**src/rtl/fetch_unit.sv**
```systemverilog
// rtl/fetch_unit.sv - instruction fetch unit: PC sequencing and memory request/ack handshake
// Macro FETCH_MISALIGN_EN adds misaligned-branch detection (FAULT state, MISALIGN output).
module fetch_unit #(
  parameter logic [31:0] RESET_PC = 32'h0000_0000,
  parameter int unsigned PC_STEP  = 4
) (
  input  logic        CLK,
  input  logic        RES,
  input  logic        INSTR_REQ,
  input  logic        BRANCH,
  input  logic [31:0] BRANCH_TARGET,
  input  logic        MEM_ACK,
  input  logic [31:0] MEM_RDATA,
  output logic        MEM_REQ,
  output logic [31:0] MEM_ADDR,
  output logic [31:0] INSTR,
  output logic        INSTR_VALID,
`ifdef FETCH_MISALIGN_EN
  output logic        MISALIGN,
`endif
  output logic [31:0] PC
);

  localparam logic [31:0] NOP  = 32'h0000_0013;
  localparam logic [31:0] STEP = 32'(PC_STEP);

`ifdef FETCH_MISALIGN_EN
  typedef enum logic [2:0] {S_REQ = 3'b001, S_HOLD = 3'b010, S_FAULT = 3'b100} state_t;
`else
  typedef enum logic [1:0] {S_REQ = 2'b01, S_HOLD = 2'b10} state_t;
`endif

  state_t      state;
  logic [31:0] pc_q;
  logic [31:0] instr_q;
  logic        mem_req_q;
  logic        valid_q;
  logic [31:0] branch_pc;

`ifdef FETCH_MISALIGN_EN
  logic misalign_q;
  logic misalign_br;
  assign misalign_br = BRANCH && (BRANCH_TARGET[1:0] != 2'b00);
  assign branch_pc   = BRANCH_TARGET;
  assign MISALIGN    = misalign_q;
`else
  logic unused_tgt_bits;
  assign unused_tgt_bits = &{1'b0, BRANCH_TARGET[1:0]};
  assign branch_pc       = {BRANCH_TARGET[31:2], 2'b00};
`endif

  // An ACK only counts against a request actually on the bus, so the idle
  // cycle right after reset release cannot complete a fetch.
  always_ff @(posedge CLK) begin
    if (RES) begin
      state     <= S_REQ;
      pc_q      <= RESET_PC;
      instr_q   <= NOP;
      valid_q   <= 1'b0;
      mem_req_q <= 1'b0;
`ifdef FETCH_MISALIGN_EN
      misalign_q <= 1'b0;
`endif
    end else begin
      unique case (state)
        S_REQ: begin
          mem_req_q <= 1'b1;
          if (mem_req_q && MEM_ACK) begin
            instr_q   <= MEM_RDATA;
            valid_q   <= 1'b1;
            mem_req_q <= 1'b0;
            state     <= S_HOLD;
          end
        end
        S_HOLD: begin
          if (INSTR_REQ) begin
            valid_q <= 1'b0;
`ifdef FETCH_MISALIGN_EN
            if (misalign_br) begin
              pc_q       <= branch_pc;
              misalign_q <= 1'b1;
              state      <= S_FAULT;
            end else begin
              pc_q      <= BRANCH ? branch_pc : pc_q + STEP;
              mem_req_q <= 1'b1;
              state     <= S_REQ;
            end
`else
            pc_q      <= BRANCH ? branch_pc : pc_q + STEP;
            mem_req_q <= 1'b1;
            state     <= S_REQ;
`endif
          end
        end
`ifdef FETCH_MISALIGN_EN
        S_FAULT: begin
          mem_req_q <= 1'b0;
          valid_q   <= 1'b0;
        end
`endif
        default: state <= S_REQ;
      endcase
    end
  end

  assign MEM_REQ     = mem_req_q;
  assign MEM_ADDR    = pc_q;
  assign PC          = pc_q;
  assign INSTR       = instr_q;
  assign INSTR_VALID = valid_q;

endmodule

```
**config.mk**
```make
export PLATFORM = sky130hd
export DESIGN_NAME = fetch_unit
export DESIGN_NICKNAME = d
export VERILOG_FILES = /design/src/rtl/fetch_unit.sv
export SDC_FILE = /design/constraint.sdc
export NUM_CORES = 1
export LEC_CHECK = 0
export ABC_AREA = 1
export CORE_MARGIN = 1
export CORE_UTILIZATION = 30
export DETAILED_ROUTE_END_ITERATION = 16
export PLACE_DENSITY = 0.64
export SYNTH_ARGS = -nofsm -noshare
export SYNTH_HDL_FRONTEND = slang
export SYNTH_SLANG_ARGS = --single-unit
```
**constraint.sdc**
```tcl
create_clock -name CLK -period 2 [get_ports CLK]
set_clock_uncertainty 0.1 [all_clocks]
set_input_delay 0.4 -clock CLK [delete_from_list [all_inputs] [get_ports CLK]]
set_output_delay 0.4 -clock CLK [all_outputs]
set_load 0.01 [all_outputs]
```
# Word-level counts from Yosys, hierarchy flattened
# Cells that the tools add are included.
[totals]
register_bits = 68
in_bits = 69
[classes]
n_addsub = 1
eq_ne = 4
n_mux = 10
n_reduce_logical = 7
[op_table]
columns = ["operator", "count"]
rows = [
  ["$add A32 B3 Y32 const B", 1],
  ["$mux W32", 1],
  ["$reduce_and A2 Y1", 4],
  ["$mux W1", 4],
  ["$mux W2", 2],
  ["$ne A2 B2 Y1 const B", 2],
  ["$pmux W1 S2", 2],
  ["$pmux W2 S2", 1],
  ["$reduce_and A3 Y1", 1],
  ["$eq A2 B1 Y1 const B", 1],
  ["$eq A2 B2 Y1 const B", 1],
  ["$reduce_bool A2 Y1", 1],
  ["$logic_and A1 B1 Y1", 1],
]

# Depth between registers and ports, before layout
[depth]
depth_word = 3
mapped_depth = 10

# Worst setup path before layout
# OpenSTA, ideal clock, no wires.
[synth_timing]
path_kind = "register -> register"
startpoint = "register pc_q[2], in the netlist MEM_ADDR[2]"
endpoint = "register pc_q[26], in the netlist MEM_ADDR[26]"
arrival_time_ns = 1.357
t_required_ns = 1.766
path_slack_ns = 0.409
stages_incl_launch_ff = 11
path_buffers = 0
synth_period_minus_slack_ns = 1.591
cell_sequence = "dfxtp_1 -> ha_1 -> nand2_1 -> nor2_4 -> nand2_2 -> nor2_4 -> nand2_1 -> nand2_1 -> nand3_1 -> nand2_1 -> a21oi_1"
[synth_via]
elab_chain_cells = 2
[synth_lines]
columns = ["element", "line", "source"]
rows = [
  ["start, declared", "34", "logic [31:0] pc_q;"],
  ["start signal, assigned", "89", "pc_q <= BRANCH ? branch_pc : pc_q + STEP;"],
  ["$add A32 B3 Y32", "89", ""],
  ["$mux W32", "89", ""],
]
# No other way between the ends.
# A chain may end at the register's enable or synchronous reset.

# Worst setup path after layout
[layout_timing]
startpoint = "register pc_q[11], in the netlist MEM_ADDR[11]"
endpoint = "output MEM_ADDR[11]"
[layout_lines]
columns = ["element", "line", "source"]
rows = [
  ["end, declared", "15", "output logic [31:0] MEM_ADDR,"],
]
# No word-level cell between the ends.

==> impl_metrics.prom <==
# TYPE chip_impl_metric gauge
chip_impl_metric{name="area_of_the_core",unit="um2"} 11960
chip_impl_metric{name="gr-usage-all-layers",unit="%"} 17.86
chip_impl_info{name="synth_most_common_cell",value="sky130_fd_sc_hd__nand2_1"} 1
chip_impl_metric{name="power-per-cell-area",unit="nW/um2"} 647.0
chip_impl_info{name="post_synth_main_area_contributors",value="sky130_fd_sc_hd__dfxtp_1, sky130_fd_sc_hd__nand2_1, sky130_fd_sc_hd__nor2_1, sky130_fd_sc_hd__o21ai_0, sky130_fd_sc_hd__buf_4"} 1
chip_impl_info{name="startpoint_type",value="register"} 1
chip_impl_metric{name="leakagePower",unit="uW"} 0.001932
chip_impl_metric{name="post-route-drc-count",unit=""} 0
chip_impl_metric{name="synth.yosys.warnings",unit=""} 0
chip_impl_metric{name="antenna_found_initial",unit=""} 0
chip_impl_info{name="post-synth-top-area-cell",value="sky130_fd_sc_hd__dfxtp_1"} 1
chip_impl_metric{name="syn_area_per_cell",unit="um2"} 6.334
chip_impl_metric{name="final_nets",unit=""} 778
chip_impl_info{name="hold_path_startpoint",value="INSTR_VALID"} 1
chip_impl_metric{name="detail_route.wirelength",unit="mm"} 10.91
chip_impl_info{name="grt_setup_unrepaired",value="false"} 1
chip_impl_metric{name="timing.critical_path.arrival",unit="ns"} 1.43
chip_impl_info{name="synth_top_flop_cell",value="sky130_fd_sc_hd__dfxtp_1"} 1
chip_impl_info{name="timing.critical_path.cells",value="clkdlybuf4s50_1"} 1
chip_impl_metric{name="timing.critical_path.fanout_max",unit=""} 6
chip_impl_metric{name="cts_setup_buffers",unit=""} 0
chip_impl_metric{name="synth.ff_latch_count",unit=""} 66
chip_impl_info{name="run_status",value="complete, no violations"} 1
chip_impl_metric{name="power.net_switching",unit="uW"} 853.4
chip_impl_metric{name="pwr-share-seq",unit="%"} 39.1
chip_impl_metric{name="synth-seq-area-share",unit="%"} 35.97
chip_impl_metric{name="drt_pre_antenna_iters",unit=""} 6
chip_impl_metric{name="postSynth.asyncResetShare",unit="%"} 0
chip_impl_info{name="rr_startpoint",value="MEM_ADDR[11]"} 1
chip_impl_metric{name="distinct_cell_type_count_of_the_synthesized_netlist",unit=""} 24
chip_impl_metric{name="route.detailed.wl_per_inst",unit="um"} 12.69
chip_impl_metric{name="min_period_over_period",unit="%"} 96.38
chip_impl_metric{name="cts.path.max_buffers",unit=""} 2
chip_impl_info{name="worst_path_dominant_cell_family",value="buffers and inverters"} 1
chip_impl_metric{name="path_buf_inv",unit=""} 1
chip_impl_metric{name="ctsResizeCount",unit=""} 0
chip_impl_metric{name="syn-instance-count",unit=""} 580
chip_impl_metric{name="report.power.total",unit="uW"} 3599
chip_impl_metric{name="antenna_cells",unit=""} 0
chip_impl_metric{name="timing_hold_violations_final",unit=""} 0
chip_impl_metric{name="synthDominantCellAreaShare",unit="%"} 35.97
chip_impl_metric{name="drtAntennaViolNets",unit=""} 0
chip_impl_metric{name="reg2reg_slack",unit="ns"} 0.27
chip_impl_info{name="setup.worst_path.end_class",value="output port"} 1
chip_impl_metric{name="cts_made_buffers",unit=""} 9
chip_impl_info{name="critical-path-slowest-cell",value="sky130_fd_sc_hd__clkdlybuf4s50_1"} 1
chip_impl_metric{name="hold_buf_cts",unit=""} 0
chip_impl_metric{name="timing.final.max_slew_violations",unit=""} 0
chip_impl_metric{name="die-area",unit="um2"} 12690
chip_impl_metric{name="netlist_area",unit="um2"} 3674
chip_impl_metric{name="clock-sinks",unit=""} 66
chip_impl_metric{name="critical-path-max-stage-delay",unit="ns"} 0.61
chip_impl_metric{name="finalCriticalPeriod",unit="ns"} 1.928
chip_impl_metric{name="sw_frac_of_total",unit="%"} 23.71
chip_impl_metric{name="ios",unit=""} 167
chip_impl_metric{name="pin_count_of_the_biggest_net_entering_global_routing",unit=""} 36
chip_impl_metric{name="worstRegToRegCells",unit=""} 9
chip_impl_metric{name="cap_viol_max_count",unit=""} 0
chip_impl_metric{name="share_comb_of_total_power",unit="%"} 13.7
chip_impl_info{name="hold_path_sink",value="INSTR_VALID"} 1
chip_impl_metric{name="initial_core_util",unit="%"} 30.71
chip_impl_metric{name="detail_route.vias_per_cell",unit=""} 4.673
chip_impl_metric{name="die_boundary_width",unit="um"} 112.7
chip_impl_metric{name="timing.hold.worst_path_depth",unit=""} 2
chip_impl_info{name="synth.top_cells.by_count",value="sky130_fd_sc_hd__nand2_1, sky130_fd_sc_hd__nor2_1, sky130_fd_sc_hd__dfxtp_1"} 1
chip_impl_metric{name="pwr-share-clk",unit="%"} 47.2
chip_impl_metric{name="grt_overflow_total",unit=""} 0
chip_impl_metric{name="drive_above_1_share",unit="%"} 6.732
chip_impl_metric{name="final_setup_violating_endpoints",unit=""} 0
chip_impl_metric{name="area_growth_syn_to_layout",unit="%"} 51.43
chip_impl_metric{name="grt_pass1_wl",unit="mm"} 18.11
chip_impl_metric{name="intPower",unit="uW"} 2746
chip_impl_metric{name="dpl.cell_count",unit=""} 844
chip_impl_info{name="hold_path.class",value="reg2reg"} 1
chip_impl_metric{name="dp_hpwl",unit="mm"} 8.091
chip_impl_metric{name="num_rows",unit=""} 40
chip_impl_info{name="cts_tree",value="built"} 1
chip_impl_metric{name="die_y",unit="um"} 112.7
chip_impl_info{name="worst_r2r_endpoint",value="MEM_ADDR[19]"} 1
chip_impl_metric{name="fin_tns_setup",unit="ns"} 0
chip_impl_metric{name="htree_levels",unit=""} 3
chip_impl_metric{name="layout.cells.non_filler",unit=""} 860
chip_impl_metric{name="port-buffer-count",unit=""} 160
chip_impl_metric{name="clkLatencyLatePin",unit="ns"} 0.33
chip_impl_metric{name="gp_congestion",unit=""} 0.8423
chip_impl_metric{name="synth-edff-count",unit=""} 0
chip_impl_metric{name="drt_first_iter_violations",unit=""} 149
chip_impl_metric{name="crit_required",unit="ns"} 1.50
chip_impl_metric{name="grt_pass1_vias",unit=""} 3861
chip_impl_info{name="setup.worst_path.class",value="reg2out"} 1
chip_impl_info{name="cts_root_buf",value="sky130_fd_sc_hd__clkbuf_16"} 1
chip_impl_metric{name="fmax",unit="GHz"} 0.5188
chip_impl_metric{name="clk_pin_slew_worst_paths",unit="ns"} 0.06
chip_impl_metric{name="num_vias",unit=""} 4019
chip_impl_metric{name="peakVddDrop",unit="mV"} 0.3730
state kept, by name (all words and copies together) (netlist names):
name	cells
MEM_ADDR	30
INSTR	32
MEM_REQ	1
state	2
INSTR_VALID	1
metal layers:
| layer | track usage (%) | up-vias | part of all wire, % |
|---|---|---|---|
| met1 | 20.59 | 1789 | 42 |
| met2 | 29.34 | 141 | 46 |
| li1 | - | 2069 | - |
| met3 | 7.019 | 20 | 9.9 |
| met5 | 0 | - | 0 |
| met4 | 7.644 | 0 | 2.1 |
power groups by stage:
stage	sequential (uW)	combinational, uW	clock [uW]
final	1410	493	1700
after global routing	1420	544	1800
after CTS	1410	497	1730
after detailed placement	1440	494	0
after global placement	1430	489	0
after floorplan	1460	174	0
cells by family (layout without fill, tap and decap cells):
| logic type | after synthesis | count (layout) | synth area share (%) |
|---|---|---|---|
| simple gates | 319 | 319 | 36.07 |
| buf+inv | 95 | 225 | 13.42 |
| fa+ha+maj | 1 | 1 | 0.3405 |
| flops | 66 | 66 | 35.97 |
| other cells | 1 | 4 | 0.1021 |
| compound gates | 98 | 98 | 14.10 |
per-stage QoR:
step / utilization (%) / setup slack (ns) / hold slack [ns] / instance area, um2
2_1_floorplan: - / 0.4095 / 0.3808 / 3685
3_3_place_gp: 43.84 / 0.05497 / 0.3563 / 5244
3_5_place_dp: 43.84 / 0.03689 / 0.3645 / 5244
4_1_cts: 46.51 / 0.07458 / 0.3822 / 5563
5_1_grt: 46.51 / 0.04057 / 0.4070 / 5563
6_report: 46.51 / 0.07231 / 0.3767 / 5563
worst max path at each step:
stage	depth (start not counted)	start	endpoint	slack (ns)
2_1_floorplan	10	MEM_ADDR[2]	MEM_ADDR[26]	0.41
3_3_place_gp	7	INSTR_REQ	MEM_ADDR[8]	0.05
3_5_place_dp	7	INSTR_REQ	MEM_ADDR[8]	0.04
4_1_cts	1	MEM_ADDR[11]	MEM_ADDR[11]	0.07
5_1_grt	1	MEM_ADDR[11]	MEM_ADDR[11]	0.04
6_report	1	MEM_ADDR[11]	MEM_ADDR[11]	0.07
final cells by class:
type	instances	area, um2
Fill cell	1208	6399
Multi-Input combinational cell	422	1871
Timing Repair Buffer	172	1729
Sequential cell	66	1321
Clock buffer	9	225.2
Tap cell	147	183.9
Inverter	37	138.9
Clock inverter	7	93.84
layout by cell type (no fill, tap or decap), types with 2 or more instances in the layout:
master | synthesis | routed
sky130_fd_sc_hd__clkdlybuf4s50_1 | 0 | 160
sky130_fd_sc_hd__nand2_1 | 149 | 149
sky130_fd_sc_hd__nor2_1 | 115 | 115
sky130_fd_sc_hd__dfxtp_1 | 66 | 66
sky130_fd_sc_hd__o21ai_0 | 56 | 56
sky130_fd_sc_hd__inv_1 | 37 | 37
sky130_fd_sc_hd__nand3_1 | 33 | 33
sky130_fd_sc_hd__a21oi_1 | 32 | 32
sky130_fd_sc_hd__clkbuf_16 | 0 | 9
sky130_fd_sc_hd__buf_4 | 34 | 9
sky130_fd_sc_hd__nor2_4 | 7 | 7
sky130_fd_sc_hd__nor2_2 | 6 | 6
sky130_fd_sc_hd__nand2_2 | 4 | 4
sky130_fd_sc_hd__conb_1 | 1 | 4
sky130_fd_sc_hd__a21oi_2 | 3 | 3
sky130_fd_sc_hd__nor3_1 | 3 | 3
sky130_fd_sc_hd__o31ai_1 | 3 | 3
sky130_fd_sc_hd__buf_12 | 0 | 3
sky130_fd_sc_hd__clkinvlp_4 | 0 | 2
sky130_fd_sc_hd__clkinv_2 | 0 | 2
sky130_fd_sc_hd__bufinv_16 | 0 | 2
Note: power is estimated with default switching activity, not from simulation.
